===== src/rtl/fetch_unit_pkg.sv =====
// Shared constants and types for the MIPS16 instruction fetch stage.
// Holds NOP_INSTRUCT, the FETCH_RUN/FETCH_PEND state codes and the default RESET_PC.
package fetch_unit_pkg;

   localparam logic [15:0] NOP_INSTRUCT     = 16'h0800;
   localparam logic [15:0] DEFAULT_RESET_PC = 16'h0000;

   typedef enum logic {
      FETCH_RUN  = 1'b0,
      FETCH_PEND = 1'b1
   } fetch_state_t;

   typedef struct packed {
      logic [15:0] pc;
      logic [15:0] instr;
      logic        valid;
   } if_id_t;

   function automatic logic [15:0] pc_inc(input logic [15:0] p);
      return p + 16'd1;
   endfunction

endpackage


===== src/rtl/fetch_unit_if.sv =====
// Fetch-stage bus: memory fetch port, stall/redirect inputs and the IF/ID register outputs.
// master = fetch unit side, slave = memory / hazard / ID side.
interface fetch_unit_if;
   logic [15:0] pc;
   logic [15:0] Instruct;
   logic        MemConflict;
   logic        noStop;
   logic        hazard_stall;
   logic        branch_taken;
   logic [15:0] branch_target;
   logic [15:0] if_id_pc;
   logic [15:0] if_id_instr;
   logic        if_id_valid;

   modport master (
      output pc, if_id_pc, if_id_instr, if_id_valid,
      input  Instruct, MemConflict, noStop, hazard_stall, branch_taken, branch_target
   );

   modport slave (
      input  pc, if_id_pc, if_id_instr, if_id_valid,
      output Instruct, MemConflict, noStop, hazard_stall, branch_taken, branch_target
   );
endinterface


===== src/rtl/fetch_redirect_latch.sv =====
// Pending-redirect store: remembers a branch target that could not be applied yet.
// clear wins over capture, capture (newest target) wins over consume.
module fetch_redirect_latch
   import fetch_unit_pkg::*;
(
   input  logic        clk,
   input  logic        clear,
   input  logic        capture,
   input  logic        consume,
   input  logic [15:0] capture_target,
   output logic        pending,
   output logic [15:0] target
);

   fetch_state_t state_q, state_d;
   logic [15:0]  target_q;

   always_comb begin
      state_d = state_q;
      if (capture)
         state_d = FETCH_PEND;
      else if (consume)
         state_d = FETCH_RUN;
   end

   always_ff @(posedge clk) begin
      if (clear) begin
         state_q  <= FETCH_RUN;
         target_q <= 16'h0000;
      end else begin
         state_q <= state_d;
         if (capture)
            target_q <= capture_target;
      end
   end

   assign pending = (state_q == FETCH_PEND);
   assign target  = target_q;

endmodule


===== src/rtl/fetch_unit.sv =====
// MIPS16 instruction fetch: PC register, IF/ID register, stall/bubble handling and redirects.
// Build option DELAY_SLOT_EN: the word fetched alongside a taken branch is kept (delay slot).
module fetch_unit
   import fetch_unit_pkg::*;
#(
   parameter logic [15:0] RESET_PC = DEFAULT_RESET_PC
) (
   input logic          clk,
   input logic          rst,
   fetch_unit_if.master bus
);

   logic [15:0] pc_q, pc_d;
   if_id_t      if_id_q, if_id_d;
   logic        hold;
   logic        capture, consume;
   logic        pend;
   logic [15:0] pend_target;
   if_id_t      bubble, fetched;

   assign hold    = !bus.noStop || bus.hazard_stall;
   assign bubble  = '{pc: pc_q, instr: NOP_INSTRUCT, valid: 1'b0};
   assign fetched = '{pc: pc_q, instr: bus.Instruct, valid: 1'b1};

   always_comb begin
      pc_d    = pc_q;
      if_id_d = if_id_q;
      capture = 1'b0;
      consume = 1'b0;
      if (hold) begin
         // pure hold: no bubble, but a redirect must not be lost
         capture = bus.branch_taken;
      end else if (bus.MemConflict) begin
         if_id_d = bubble;
`ifdef DELAY_SLOT_EN
         capture = bus.branch_taken;
`else
         if (bus.branch_taken) begin
            pc_d    = bus.branch_target;
            consume = 1'b1;
         end
`endif
      end else begin
         consume = 1'b1;
         if_id_d = fetched;
         if (bus.branch_taken)
            pc_d = bus.branch_target;
         else if (pend)
            pc_d = pend_target;
         else
            pc_d = pc_inc(pc_q);
`ifndef DELAY_SLOT_EN
         if (bus.branch_taken)
            if_id_d = bubble;
`endif
      end
   end

   always_ff @(posedge clk) begin
      if (rst) begin
         pc_q    <= RESET_PC;
         if_id_q <= '{pc: 16'h0000, instr: NOP_INSTRUCT, valid: 1'b0};
      end else begin
         pc_q    <= pc_d;
         if_id_q <= if_id_d;
      end
   end

   fetch_redirect_latch u_redirect (
      .clk            (clk),
      .clear          (rst),
      .capture        (capture),
      .consume        (consume),
      .capture_target (bus.branch_target),
      .pending        (pend),
      .target         (pend_target)
   );

   assign bus.pc          = pc_q;
   assign bus.if_id_pc    = if_id_q.pc;
   assign bus.if_id_instr = if_id_q.instr;
   assign bus.if_id_valid = if_id_q.valid;

endmodule


===== src/flat_wrapper.sv =====
// flat-port wrapper written by rule: the top's interface ports become plain ports
module fetch_unit_flat import fetch_unit_pkg::*;
#(
   parameter logic [15:0] RESET_PC = DEFAULT_RESET_PC
)
  (clk, rst, bus_pc, bus_if_id_pc, bus_if_id_instr, bus_if_id_valid, bus_Instruct, bus_MemConflict, bus_noStop, bus_hazard_stall, bus_branch_taken, bus_branch_target);
  fetch_unit_if bus_i ();
  input logic clk;
  input logic rst;
  output wire logic [$bits(bus_i.pc)-1:0] bus_pc;
  output wire logic [$bits(bus_i.if_id_pc)-1:0] bus_if_id_pc;
  output wire logic [$bits(bus_i.if_id_instr)-1:0] bus_if_id_instr;
  output wire logic [$bits(bus_i.if_id_valid)-1:0] bus_if_id_valid;
  input wire logic [$bits(bus_i.Instruct)-1:0] bus_Instruct;
  input wire logic [$bits(bus_i.MemConflict)-1:0] bus_MemConflict;
  input wire logic [$bits(bus_i.noStop)-1:0] bus_noStop;
  input wire logic [$bits(bus_i.hazard_stall)-1:0] bus_hazard_stall;
  input wire logic [$bits(bus_i.branch_taken)-1:0] bus_branch_taken;
  input wire logic [$bits(bus_i.branch_target)-1:0] bus_branch_target;
  assign bus_pc = bus_i.pc;
  assign bus_if_id_pc = bus_i.if_id_pc;
  assign bus_if_id_instr = bus_i.if_id_instr;
  assign bus_if_id_valid = bus_i.if_id_valid;
  assign bus_i.Instruct = bus_Instruct;
  assign bus_i.MemConflict = bus_MemConflict;
  assign bus_i.noStop = bus_noStop;
  assign bus_i.hazard_stall = bus_hazard_stall;
  assign bus_i.branch_taken = bus_branch_taken;
  assign bus_i.branch_target = bus_branch_target;
  fetch_unit #(.RESET_PC(RESET_PC)) u_core (.clk(clk), .rst(rst), .bus(bus_i));
endmodule

===== config.mk =====
export PLATFORM = sky130hd
export DESIGN_NAME = fetch_unit_flat
export DESIGN_NICKNAME = d
export VERILOG_FILES = /design/src/rtl/fetch_unit_pkg.sv /design/src/rtl/fetch_unit_if.sv /design/src/rtl/fetch_redirect_latch.sv /design/src/rtl/fetch_unit.sv /design/src/flat_wrapper.sv
export SDC_FILE = /design/constraint.sdc
export NUM_CORES = 1
export LEC_CHECK = 0
export CORE_MARGIN = 5
export CORE_UTILIZATION = 51
export DETAILED_ROUTE_END_ITERATION = 8
export PLACE_DENSITY = 0.88
export SLEW_MARGIN = 20
export SYNTH_ARGS = -nofsm -noshare
export SYNTH_HDL_FRONTEND = slang
export SYNTH_SLANG_ARGS = --single-unit

===== constraint.sdc =====
create_clock -name clk -period 2.55 [get_ports clk]
set_input_delay 0.255 -clock clk [delete_from_list [all_inputs] [get_ports clk]]
set_output_delay 0.255 -clock clk [all_outputs]
set_load 0.005 [all_outputs]

==> run summary <==
P per Cell Area: 549 mW/mm2
Worst-Skew Late Latency: 0.34 ns
Clock Pin Slew Worst Setup and Hold Paths: 0.06 ns
Grt ovf: 0
Post-Synth XOR/XNOR Area: 2.37%
Gp weighted congestion: 0.858
YS warnings: 0
Largest net degree at the start of global routing: 37
Cells after synthesis: 369
Cell count of the worst reg-to-reg path: 3
Synth top cells by count: nand2_1 (79), dfxtp_1 (66), a21oi_1 (48)
Worst setup path class: in -> reg
Vias post-DR: 2925
DP Wirelength: 5.70 mm
Post-route minimum period: 1.77 ns
Seq cells post-synth: 66
Area leader, netlist: dfxtp_1
Hold-fix buffers, CTS: 0
Vias in the first global route: 2638
Final setup fails: 0
Detailed-router iteration count before antenna repair: 5
Hold crit path type: in -> reg
Via density: 5.68
Initial Util: 52.9%
Core ar.: 0.00557 mm2
Worst-Margin Slew: 0.890 ns
Design Area, Final: 0.00395 mm2
Setup Fix Bufs, Post-CTS: 0
Crit. Startpoint: bus_branch_taken
Yosys top cell area share: 44.8%
Asr flop ratio synth: 0%
Post-synthesis sequential area ratio: 44.8%
Int Power: 1.61 mW
Slowest CP cell: clkdlybuf4s50_1
Syn Nets: 408
Total clock sinks: 66
Syn Area/Cell: 8.00 um2
I/O pin count: 87
CP Max Fanout: 20
RSZ-0062 raised after global routing: false
Max rail drop VDD: 0.369 mV
Fill cells: 446
FF-to-FF setup slack: 0.85 ns
FMAX: 566 MHz
Antenna violations before repair: 0
Top_reg_cell synth: dfxtp_1
Ant diodes: 0
Compound-Gate Fraction of Synth Area: 21.6%
Worst Setup Start Kind: primary input
Simple-Gate Fraction of Synth Area: 23.9%
Pins Over Slew Limit: 0
Area Growth Syn to Fin: 33.7%
Rows: 27
Die span in x: 86.1 um
First DRT Iteration DRCs: 356
Netlist Area Pre-Place: 0.00295 mm2
Flop pwr share: 51.6%
First-pass GRT wire length: 12.8 mm
Synth unique cells: 43
Reg-to-reg critical path endpoint: u_core.bus.pc[1]
Port Buffers: 86
Data required time of the critical path: 2.82 ns
Placed cell area: 0.00379 mm2
Synth top area cells: dfxtp_1 (45%), nand2_1 (10%), a21oi_1 (8.1%)
Psw: 554 uW
Static Leakage: 1.38 nW
Status: complete, no violations
Die Span Y: 86.1 um
Comb pwr share: 13.6%
Final hold vios: 0
Total Routed Length: 7.99 mm
Final Net Count: 480
Htree depth: 3
Total GRT Usage: 21.7%
Relative slew slack: 40.4%
Routed len/inst: 15.5 um
DRC viols: 0
Max-capacitance violation count: 0
EDFF count, synth: 0
CTS resizes: 0
Sw Share: 25.6%
Post-Synth Adder-Cell Area: 0.424%
Largest family of logic cells by synthesized area: simple AND/OR/NAND/NOR gates
Hold Path End: u_core.bus.if_id_instr[9]
Final TNS setup: 0 ns
Most numerous cell in the Yosys netlist: nand2_1
Final period util: 69.3%
Layout cells sized above 1: 7.67%
Post-synthesis mux area share: 1.06%
Final core utilization: 70.8%
Power Total: 2.17 mW
CTS root buf: clkbuf_8
CTS tree: built
Critical path endpoint category: register
Cell chain of the critical path: clkdlybuf4s50_1 -> inv_4 -> a21oi_4 -> nor2_1 -> a211o_1 -> a31oi_1
Hold path start: rst
Total CTS buffers: 9
Crit path arrival time: 2.04 ns
Total die area: 0.00741 mm2
DRT antenna net count: 0
Clock Skew: 0.00549 ns
Clock share of power: 34.7%
CP max stage delay: 0.69 ns
Critical R2R Launch: u_core.u_redirect.pending
Maximum clock path buffer count: 2
Min-Delay Path Depth: 2
## critical path: cells and delay by family
kind / cells / cell delay [ns]
AO/OA/AOI/OAI: 3 / 0.87
buffers and inverters: 2 / 0.81
AND/OR/NAND/NOR: 1 / 0.10
## flip-flops by register name (all words and copies together), names as in the netlist
name,cells
u_core.bus.pc,16
u_core.bus.if_id_pc,16
u_core.bus.if_id_valid,1
u_core.u_redirect.pending,1
u_core.bus.if_id_instr,16
u_core.u_redirect.target,16
## metal layers
metal,up-vias,GRT usage (%),share of wire (%)
li1,1415,-,-
met1,1337,28.4,41
met2,150,33.5,47
met3,23,4.13,9.0
met4,0,12.1,2.6
met5,-,0,0
## logic make-up (layout without fill, tap and decap cells)
group,count (synthesis),in the layout
AND/OR/NAND/NOR,159,159
AO/OA/AOI/OAI,99,99
flip-flops,66,66
buffers and inverters,33,107
XOR/XNOR,8,8
multiplexers,3,3
adder cells (fa/ha/maj),1,1
## layout make-up
| class | count | area [um2] | share of cell area (%) |
|---|---|---|---|
| multi-input combinational | 270 | 1460 | 37.0 |
| sequential | 66 | 1320 | 33.5 |
| timing repair buffer | 93 | 908 | 23.0 |
| clock buffer | 13 | 159 | 4.03 |
| tap | 72 | 90.1 | 2.28 |
| inverter | 1 | 6.26 | 0.159 |
## worst max path at each step
stage	endpoint	slack, ns	depth (start not counted)
2_1_floorplan	u_core.bus.pc[14]	1.05	6
3_3_place_gp	u_core.bus.if_id_instr[0]	0.50	5
3_5_place_dp	u_core.bus.if_id_instr[0]	0.48	5
4_1_cts	u_core.bus.if_id_instr[0]	0.80	5
5_1_grt	u_core.bus.if_id_instr[2]	0.60	5
6_report	u_core.bus.pc[11]	0.78	6
## cell usage in the layout, fill, tap and decap left out, drive strengths merged
master         count
buf                8
nand4              5
a21o               1
nand2             81
o22ai              4
clkdlybuf4s50     85
and2               1
xnor2              3
a22oi             15
nand3              9
nor2b              1
o221a              1
inv                1
a2111oi            2
and3               1
and4               2
clkbuf            13
xor2               5
mux2               1
nor3              14
a21oi             49
a211oi             6
o21a               1
nand4b             1
o211ai             1
nand2b             6
mux2i              2
a211o              2
dfxtp             66
o211a              1
a221oi             7
o21ai              8
ha                 1
a31oi              1
nor2              38
## power by group through the flow
stage / sequential [mW] / combinational (mW) / clock [mW]
6_report: 1.12 / 0.296 / 0.753
3_3_place_gp: 1.14 / 0.285 / 0
2_1_floorplan: 1.12 / 0.167 / 0
3_5_place_dp: 1.14 / 0.292 / 0
5_1_grt: 1.12 / 0.321 / 0.805
4_1_cts: 1.12 / 0.294 / 0.754
## stage by stage
stage | cells | setup WS, ns | hold slack, ns
6_report | 515 | 0.784 | 0.430
5_1_grt | 515 | 0.602 | 0.456
4_1_cts | 515 | 0.800 | 0.423
3_5_place_dp | 502 | 0.477 | 0.447
3_3_place_gp | 502 | 0.498 | 0.439
2_1_floorplan | 369 | 1.05 | 0.383
Note: power is estimated with default switching activity, not from simulation.
